`config.mk`:
```
export PLATFORM = sky130hd
export DESIGN_NAME = match_controller
export DESIGN_NICKNAME = d
export VERILOG_FILES = /design/src/rtl/match_controller_pkg.sv /design/src/rtl/match_controller_timer.sv /design/src/rtl/match_controller.sv
export SDC_FILE = /design/constraint.sdc
export NUM_CORES = 1
export LEC_CHECK = 0
export ABC_CLOCK_PERIOD_IN_PS = 3400
export BUFFER_PORTS_ARGS = -buffer_cell sky130_fd_sc_hd__buf_2
export CORE_MARGIN = 2
export CORE_UTILIZATION = 40
export CTS_CLUSTER_DIAMETER = 80
export DETAILED_ROUTE_END_ITERATION = 8
export PLACE_DENSITY = 0.56
export SYNTH_ARGS = -nofsm -noshare
export SYNTH_HDL_FRONTEND = slang
export SYNTH_SLANG_ARGS = --single-unit
```
`constraint.sdc`:
```
create_clock -name clk -period 3.4 [get_ports clk]
set_input_delay 0.51 -clock clk [delete_from_list [all_inputs] [get_ports clk]]
set_output_delay 0.51 -clock clk [all_outputs]
set_load 0.02 [all_outputs]
```
`src/rtl/match_controller_pkg.sv`:
```
// ---------------------------------------------------------------------------
// match_controller_pkg : shared state encoding and target-score table
// Rev 1.0
// ---------------------------------------------------------------------------
`default_nettype none

package match_controller_pkg;

  typedef enum logic [2:0] {
    ST_IDLE       = 3'd0,
    ST_SERVE_WAIT = 3'd1,
    ST_PLAY       = 3'd2,
    ST_PAUSE      = 3'd3,
    ST_OVER       = 3'd4
  } state_t;

  localparam logic [3:0] c_tgt_sel0 = 4'd3;
  localparam logic [3:0] c_tgt_sel1 = 4'd5;
  localparam logic [3:0] c_tgt_sel2 = 4'd7;
  localparam logic [3:0] c_tgt_sel3 = 4'd11;

  function automatic logic [3:0] target_of(input logic [1:0] sel);
    logic [3:0] tgt;
    case (sel)
      2'd0:    tgt = c_tgt_sel0;
      2'd1:    tgt = c_tgt_sel1;
      2'd2:    tgt = c_tgt_sel2;
      default: tgt = c_tgt_sel3;
    endcase
    return tgt;
  endfunction

endpackage

`default_nettype wire

```
`src/rtl/match_controller_timer.sv`:
```
// ---------------------------------------------------------------------------
// match_timer : loadable down-counter, done while enabled and at zero
// Rev 1.0
// ---------------------------------------------------------------------------
`default_nettype none

module match_timer
  import match_controller_pkg::*;
#(
  parameter int WIDTH = 8
) (
  input  logic             clk,
  input  logic             rst_n,
  input  logic             i_load,
  input  logic [WIDTH-1:0] i_load_val,
  input  logic             i_en,
  output logic             o_done
);

  logic [WIDTH-1:0] r_count;

  always_ff @(posedge clk or negedge rst_n) begin
    if (!rst_n) begin
      r_count <= '0;
    end else if (i_load) begin
      r_count <= i_load_val;
    end else if (i_en && (r_count != '0)) begin
      r_count <= r_count - 1'b1;
    end
  end

  assign o_done = i_en && (r_count == '0);

endmodule

`default_nettype wire

```
`src/rtl/match_controller.sv`:
```
// ---------------------------------------------------------------------------
// match_controller : N-player serve/score/win controller for the paddle game
// Optional build macro MATCH_WIN_BY_TWO_EN enables win-by-two with deuce.
// Rev 1.0
// ---------------------------------------------------------------------------
`default_nettype none

module match_controller
  import match_controller_pkg::*;
#(
  parameter int NUM_PLAYERS        = 2,
  parameter int SCORE_W            = 4,
  parameter int AUTO_SERVE_CYCLES  = 50000000,
  parameter int POINT_PAUSE_CYCLES = 25000000,
  parameter int IDX_W              = (NUM_PLAYERS > 2) ? $clog2(NUM_PLAYERS) : 1
) (
  input  logic                           clk,
  input  logic                           rst_n,
  input  logic                           start,
  input  logic                           serve,
  input  logic                           serve_type,
  input  logic [1:0]                     max_score,
  input  logic                           goal_valid,
  input  logic [IDX_W-1:0]               goal_player,
  output logic [NUM_PLAYERS*SCORE_W-1:0] score,
  output logic [IDX_W-1:0]               server,
  output logic                           ball_release,
  output logic                           in_play,
  output logic                           point_pulse,
  output logic                           game_over,
  output logic [IDX_W-1:0]               winner
);

  localparam int TMR_MAX = (AUTO_SERVE_CYCLES > POINT_PAUSE_CYCLES) ?
                           AUTO_SERVE_CYCLES : POINT_PAUSE_CYCLES;
  localparam int TMR_W   = $clog2(TMR_MAX + 1);

  localparam logic [TMR_W-1:0]   c_auto_load  = TMR_W'(AUTO_SERVE_CYCLES - 1);
  localparam logic [TMR_W-1:0]   c_pause_load = TMR_W'(POINT_PAUSE_CYCLES - 1);
  localparam logic [SCORE_W-1:0] c_score_max  = '1;
  localparam logic [IDX_W-1:0]   c_last_idx   = IDX_W'(NUM_PLAYERS - 1);

  generate
    if (SCORE_W < 4) begin : g_chk_score_w
      $error("match_controller: SCORE_W must be at least 4");
    end
    if ((NUM_PLAYERS < 2) || (NUM_PLAYERS > 4)) begin : g_chk_players
      $error("match_controller: NUM_PLAYERS must be 2..4");
    end
  endgenerate

  state_t             r_state;
  logic [SCORE_W-1:0] r_score [NUM_PLAYERS];
  logic [SCORE_W-1:0] r_target;
  logic               r_auto;
  logic [IDX_W-1:0]   r_server;
  logic [IDX_W-1:0]   r_winner;
  logic               r_ball_release;

  logic [IDX_W-1:0]   w_gp;
  logic               w_idx_ok;
  logic               w_goal_ok;
  logic [SCORE_W-1:0] w_goal_score;
  logic               w_win;
  logic [IDX_W-1:0]   w_win_idx;
  logic               w_tmr_load;
  logic [TMR_W-1:0]   w_tmr_val;
  logic               w_tmr_en;
  logic               w_tmr_done;

  generate
    if ((1 << IDX_W) == NUM_PLAYERS) begin : g_idx_full
      assign w_idx_ok = 1'b1;
    end else begin : g_idx_part
      assign w_idx_ok = (32'(goal_player) < NUM_PLAYERS);
    end
  endgenerate

  assign w_gp         = w_idx_ok ? goal_player : '0;
  assign w_goal_ok    = (r_state == ST_PLAY) && goal_valid && w_idx_ok;
  assign w_goal_score = (r_score[w_gp] == c_score_max) ? r_score[w_gp]
                                                       : r_score[w_gp] + 1'b1;

`ifdef MATCH_WIN_BY_TWO_EN
  logic [SCORE_W-1:0] w_best;
  logic [SCORE_W-1:0] w_cand;

  always_comb begin
    w_best    = '0;
    w_cand    = '0;
    w_win_idx = w_gp;
    w_win     = (w_goal_score >= r_target);
    for (int i = 0; i < NUM_PLAYERS; i++) begin
      if ((IDX_W'(i) != w_gp) &&
          ({1'b0, w_goal_score} < ({1'b0, r_score[i]} + (SCORE_W + 1)'(2)))) begin
        w_win = 1'b0;
      end
    end
    // A saturated score can no longer open a lead, so the leader wins outright
    if (w_goal_score == c_score_max) begin
      w_win     = 1'b1;
      w_win_idx = '0;
      w_best    = (w_gp == '0) ? w_goal_score : r_score[0];
      for (int i = 1; i < NUM_PLAYERS; i++) begin
        w_cand = (IDX_W'(i) == w_gp) ? w_goal_score : r_score[i];
        if (w_cand > w_best) begin
          w_best    = w_cand;
          w_win_idx = IDX_W'(i);
        end
      end
    end
  end
`else
  always_comb begin
    w_win_idx = w_gp;
    w_win     = (w_goal_score >= r_target);
  end
`endif

  // Timer is preloaded for whichever timed state comes next, so it is
  // already armed on the entry edge of SERVE_WAIT or PAUSE.
  assign w_tmr_en   = (r_state == ST_PAUSE) || ((r_state == ST_SERVE_WAIT) && r_auto);
  assign w_tmr_load = w_tmr_done ||
                      !((r_state == ST_PAUSE) || (r_state == ST_SERVE_WAIT));
  assign w_tmr_val  = (r_state == ST_PLAY) ? c_pause_load : c_auto_load;

  match_timer #(
    .WIDTH (TMR_W)
  ) u_timer (
    .clk        (clk),
    .rst_n      (rst_n),
    .i_load     (w_tmr_load),
    .i_load_val (w_tmr_val),
    .i_en       (w_tmr_en),
    .o_done     (w_tmr_done)
  );

  always_ff @(posedge clk or negedge rst_n) begin
    if (!rst_n) begin
      r_state        <= ST_IDLE;
      r_target       <= '0;
      r_auto         <= 1'b0;
      r_server       <= '0;
      r_winner       <= '0;
      r_ball_release <= 1'b0;
      for (int i = 0; i < NUM_PLAYERS; i++) r_score[i] <= '0;
    end else begin
      r_ball_release <= 1'b0;
      case (r_state)
        ST_IDLE, ST_OVER: begin
          if (start) begin
            r_state  <= ST_SERVE_WAIT;
            r_target <= SCORE_W'(target_of(max_score));
            r_auto   <= serve_type;
            r_server <= '0;
            for (int i = 0; i < NUM_PLAYERS; i++) r_score[i] <= '0;
          end
        end
        ST_SERVE_WAIT: begin
          if (serve || (r_auto && w_tmr_done)) begin
            r_state        <= ST_PLAY;
            r_ball_release <= 1'b1;
          end
        end
        ST_PLAY: begin
          if (w_goal_ok) begin
            r_score[w_gp] <= w_goal_score;
            if (w_win) begin
              r_state  <= ST_OVER;
              r_winner <= w_win_idx;
            end else begin
              r_state  <= ST_PAUSE;
              r_server <= (r_server == c_last_idx) ? '0 : r_server + 1'b1;
            end
          end
        end
        ST_PAUSE: begin
          if (w_tmr_done) r_state <= ST_SERVE_WAIT;
        end
        default: r_state <= ST_IDLE;
      endcase
    end
  end

  generate
    for (genvar g = 0; g < NUM_PLAYERS; g++) begin : g_pack
      assign score[g*SCORE_W +: SCORE_W] = r_score[g];
    end
  endgenerate

  assign server       = r_server;
  assign winner       = r_winner;
  assign ball_release = r_ball_release;
  assign in_play      = (r_state == ST_PLAY);
  assign game_over    = (r_state == ST_OVER);
  assign point_pulse  = w_goal_ok;

endmodule

`default_nettype wire

```
==> flow_metrics.env <==
export IMPL_status="completed"
export IMPL_min_period_ns=3.10
export IMPL_cts_tree="yes"
export IMPL_yosys_warnings=0
export IMPL_setup_viol=0
export IMPL_grt_pass1_wl_um=10300
export IMPL_ctsResizeCount=0
export IMPL_cts_clk_slew_worst_paths_ns=0.09
export IMPL_clockBufferDepth=2
export IMPL_hold_viol=0
export IMPL_finalMaxSlewViolations=0
export IMPL_synth_avg_cell_area_um2=9.75
export IMPL_worstPathRequired_ns=3.60
export IMPL_cp_start_kind="input port"
export IMPL_whs_ns=0.372
export IMPL_synthAdderAreaFrac_pct=4.13
export IMPL_p_total_uw=2100
export IMPL_dieArea_mm2=0.00750
export IMPL_place_hpwl_um=4250
export IMPL_synth_compound_area_share_pct=17.1
export IMPL_path_max_fanout=9
export IMPL_finalNonFillerCells=387
export IMPL_postRouteAntennaNets=0
export IMPL_synth_area_leaders="dfrtp_1 (41%), ha_1 (4.1%), xnor2_1 (3.9%), nand2_1 (3.4%), inv_1 (2.5%)"
export IMPL_drc=0
export IMPL_synth_top_area_share_pct=41.3
export IMPL_vias_per_cell=5.67
export IMPL_max_freq_ghz=0.323
export IMPL_antennaDiodeCount=0
export IMPL_cts_buffers=5
export IMPL_htree_levels=2
export IMPL_die_y_um=86.6
export IMPL_place_inst=379
export IMPL_dpl_instance_area_mm2=0.00291
export IMPL_arrival_ns=3.30
export IMPL_max_cap_viol_count=0
export IMPL_drtIter0Drc=119
export IMPL_period_share_pct=91.1
export IMPL_hp_class="input port to asynchronous set/reset pin"
export IMPL_drive_gt1_share_pct=19.5
export IMPL_grt_pass1_vias=2031
export IMPL_vias=2193
export IMPL_cts_root_buffer="clkbuf_8"
export IMPL_fin_skew_ns=0.0147
export IMPL_cts_hold_buf=0
export IMPL_grt_usage_pct=17.2
export IMPL_synth_xor_area_share_pct=4.81
export IMPL_fp_dieW_um=86.6
export IMPL_io_buffers=22
export IMPL_mostFrequentLayoutCell="dfrtp_1"
export IMPL_grt_max_degree=46
export IMPL_rsz0062_at_grt="no"
export IMPL_tightest_slew_ns=1.06
export IMPL_timing_worst_setup_path_type="input port to flop"
export IMPL_synthArstFlopShare_pct=100
export IMPL_final_area_mm2=0.00301
export IMPL_place_gp_congestion=0.829
export IMPL_peakVddDrop_uv=320
export IMPL_relSlewSlack_pct=29.0
export IMPL_insertion_delay_ns=0.30
export IMPL_synthCells=280
export IMPL_synth_mux_area_fraction_pct=3.48
export IMPL_cts_sinks=45
export IMPL_antenna_found_initial=0
export IMPL_synth_edf_count=0
export IMPL_yosys_area_top_type="dfrtp_1"
export IMPL_worst_setup_path_end_kind="flop"
export IMPL_synth_seq_cells=45
export IMPL_syn_area_mm2=0.00273
export IMPL_firstDrtPassIters=4
export IMPL_totalWireLength_um=6060
export IMPL_p_leak_uw=0.00129
export IMPL_wl_per_cell_um=15.7
export IMPL_synthFlopType="dfrtp_1"
export IMPL_area_growth_pct=10.5
export IMPL_syn_nets=298
export IMPL_final_cell_mix="dfrtp_1 (45), nand2_1 (25), buf_2 (22)"
export IMPL_synth_simple_area_share_pct=23.3
export IMPL_grt_overflow=0
export IMPL_initial_core_util_pct=40.8
export IMPL_ys_types=62
export IMPL_core_area_mm2=0.00668
export IMPL_p_per_area_mw_per_mm2=696
export IMPL_post_cts_buffers=0
export IMPL_rows=30
export IMPL_num_io_pins=23
export IMPL_synth_top_family_by_area="simple AND/OR/NAND/NOR gates"
export IMPL_ys_seq_area_share_pct=41.3
export IMPL_layout_nets=324
critical path, stage by stage:
cell	delay, ns
buf_2	0.18
mux2_2	0.38
ha_1	0.22
nand2_1	0.18
mux2i_1	0.31
inv_1	0.08
ha_1	0.28
a2111oi_0	0.49
nor3_1	0.20
o211a_1	0.24
a211o_1	0.21
stage by stage:
stage               setup WS, ns  setup TNS [ns]  util [%]
floorplan                  0.378               0         -
global route              0.0711               0      45.1
CTS                        0.302               0      45.1
detailed placement       -0.0337         -0.0398      43.6
global placement          0.0510               0      43.6
finish                     0.302               0      45.1
Yosys cell counts, drive strengths merged, types with 2 or more instances:
cell type,instances
a211o,2
a211oi,5
a21o,2
a21oi,11
a22o,3
a22oi,2
a311o,2
a311oi,3
a31o,2
a31oi,2
and2,2
buf,2
clkbuf,10
dfrtp,45
ha,9
inv,18
mux2,4
mux2i,5
nand2,25
nand2b,7
nand3,8
nand4,4
nand4b,3
nor2,18
nor2b,2
nor3,11
nor3b,3
nor4,10
nor4b,4
o211a,3
o21ai,8
o21ba,2
o22ai,3
o2bb2ai,2
o31a,3
or2,3
or4,4
xnor2,12
xor2,3
state kept, by name, indices dropped and copies added (netlist names):
register,cells
ball_release,1
r_auto,1
r_state,3
r_target,4
score,8
server,1
u_timer.r_count,26
winner,1
final cells by class:
cell class / instances / area (µm²)
clock inverter: 1 / 5.00
sequential: 45 / 1130
clock buffer: 7 / 96.3
inverter: 18 / 67.6
timing repair buffer: 31 / 178
tap: 80 / 100
multi-input combinational: 205 / 1440
fill: 670 / 3670
path summary, 6_finish.rpt:
kind	end	slack, ns	cells past startpoint	start
min	u_timer.r_count[23]	0.37	1	rst_n
min reg2reg	r_target[1]	0.49	2	r_target[1]
min in group clk	r_auto	0.43	2	serve_type
max	server	0.30	11	goal_player
max reg2reg	server	0.36	10	score[5]
max in group asynchronous	u_timer.r_count[4]	2.37	1	rst_n
cell families after synthesis:
group           after synthesis
fa+ha+maj                     9
compound gates               63
flops                        45
buf+inv                      30
xor+xnor                     15
mux                           9
simple gates                109
where the power goes:
part           internal (µW)  total [µW]  switching (µW)
sequential               670         828             158
clock                    184         370             186
combinational            367         899             532
total                   1220        2100             876
per-layer routing:
layer | global-route usage [%] | vias to the layer above | share of wire (%)
met5 | 0 | - | 0
met4 | 5.11 | 0 | 1.0
met3 | 2.76 | 5 | 3.4
met2 | 24.8 | 31 | 44
met1 | 26.5 | 1072 | 51
li1 | - | 1085 | -
Power figures use the tool's default switching activity.
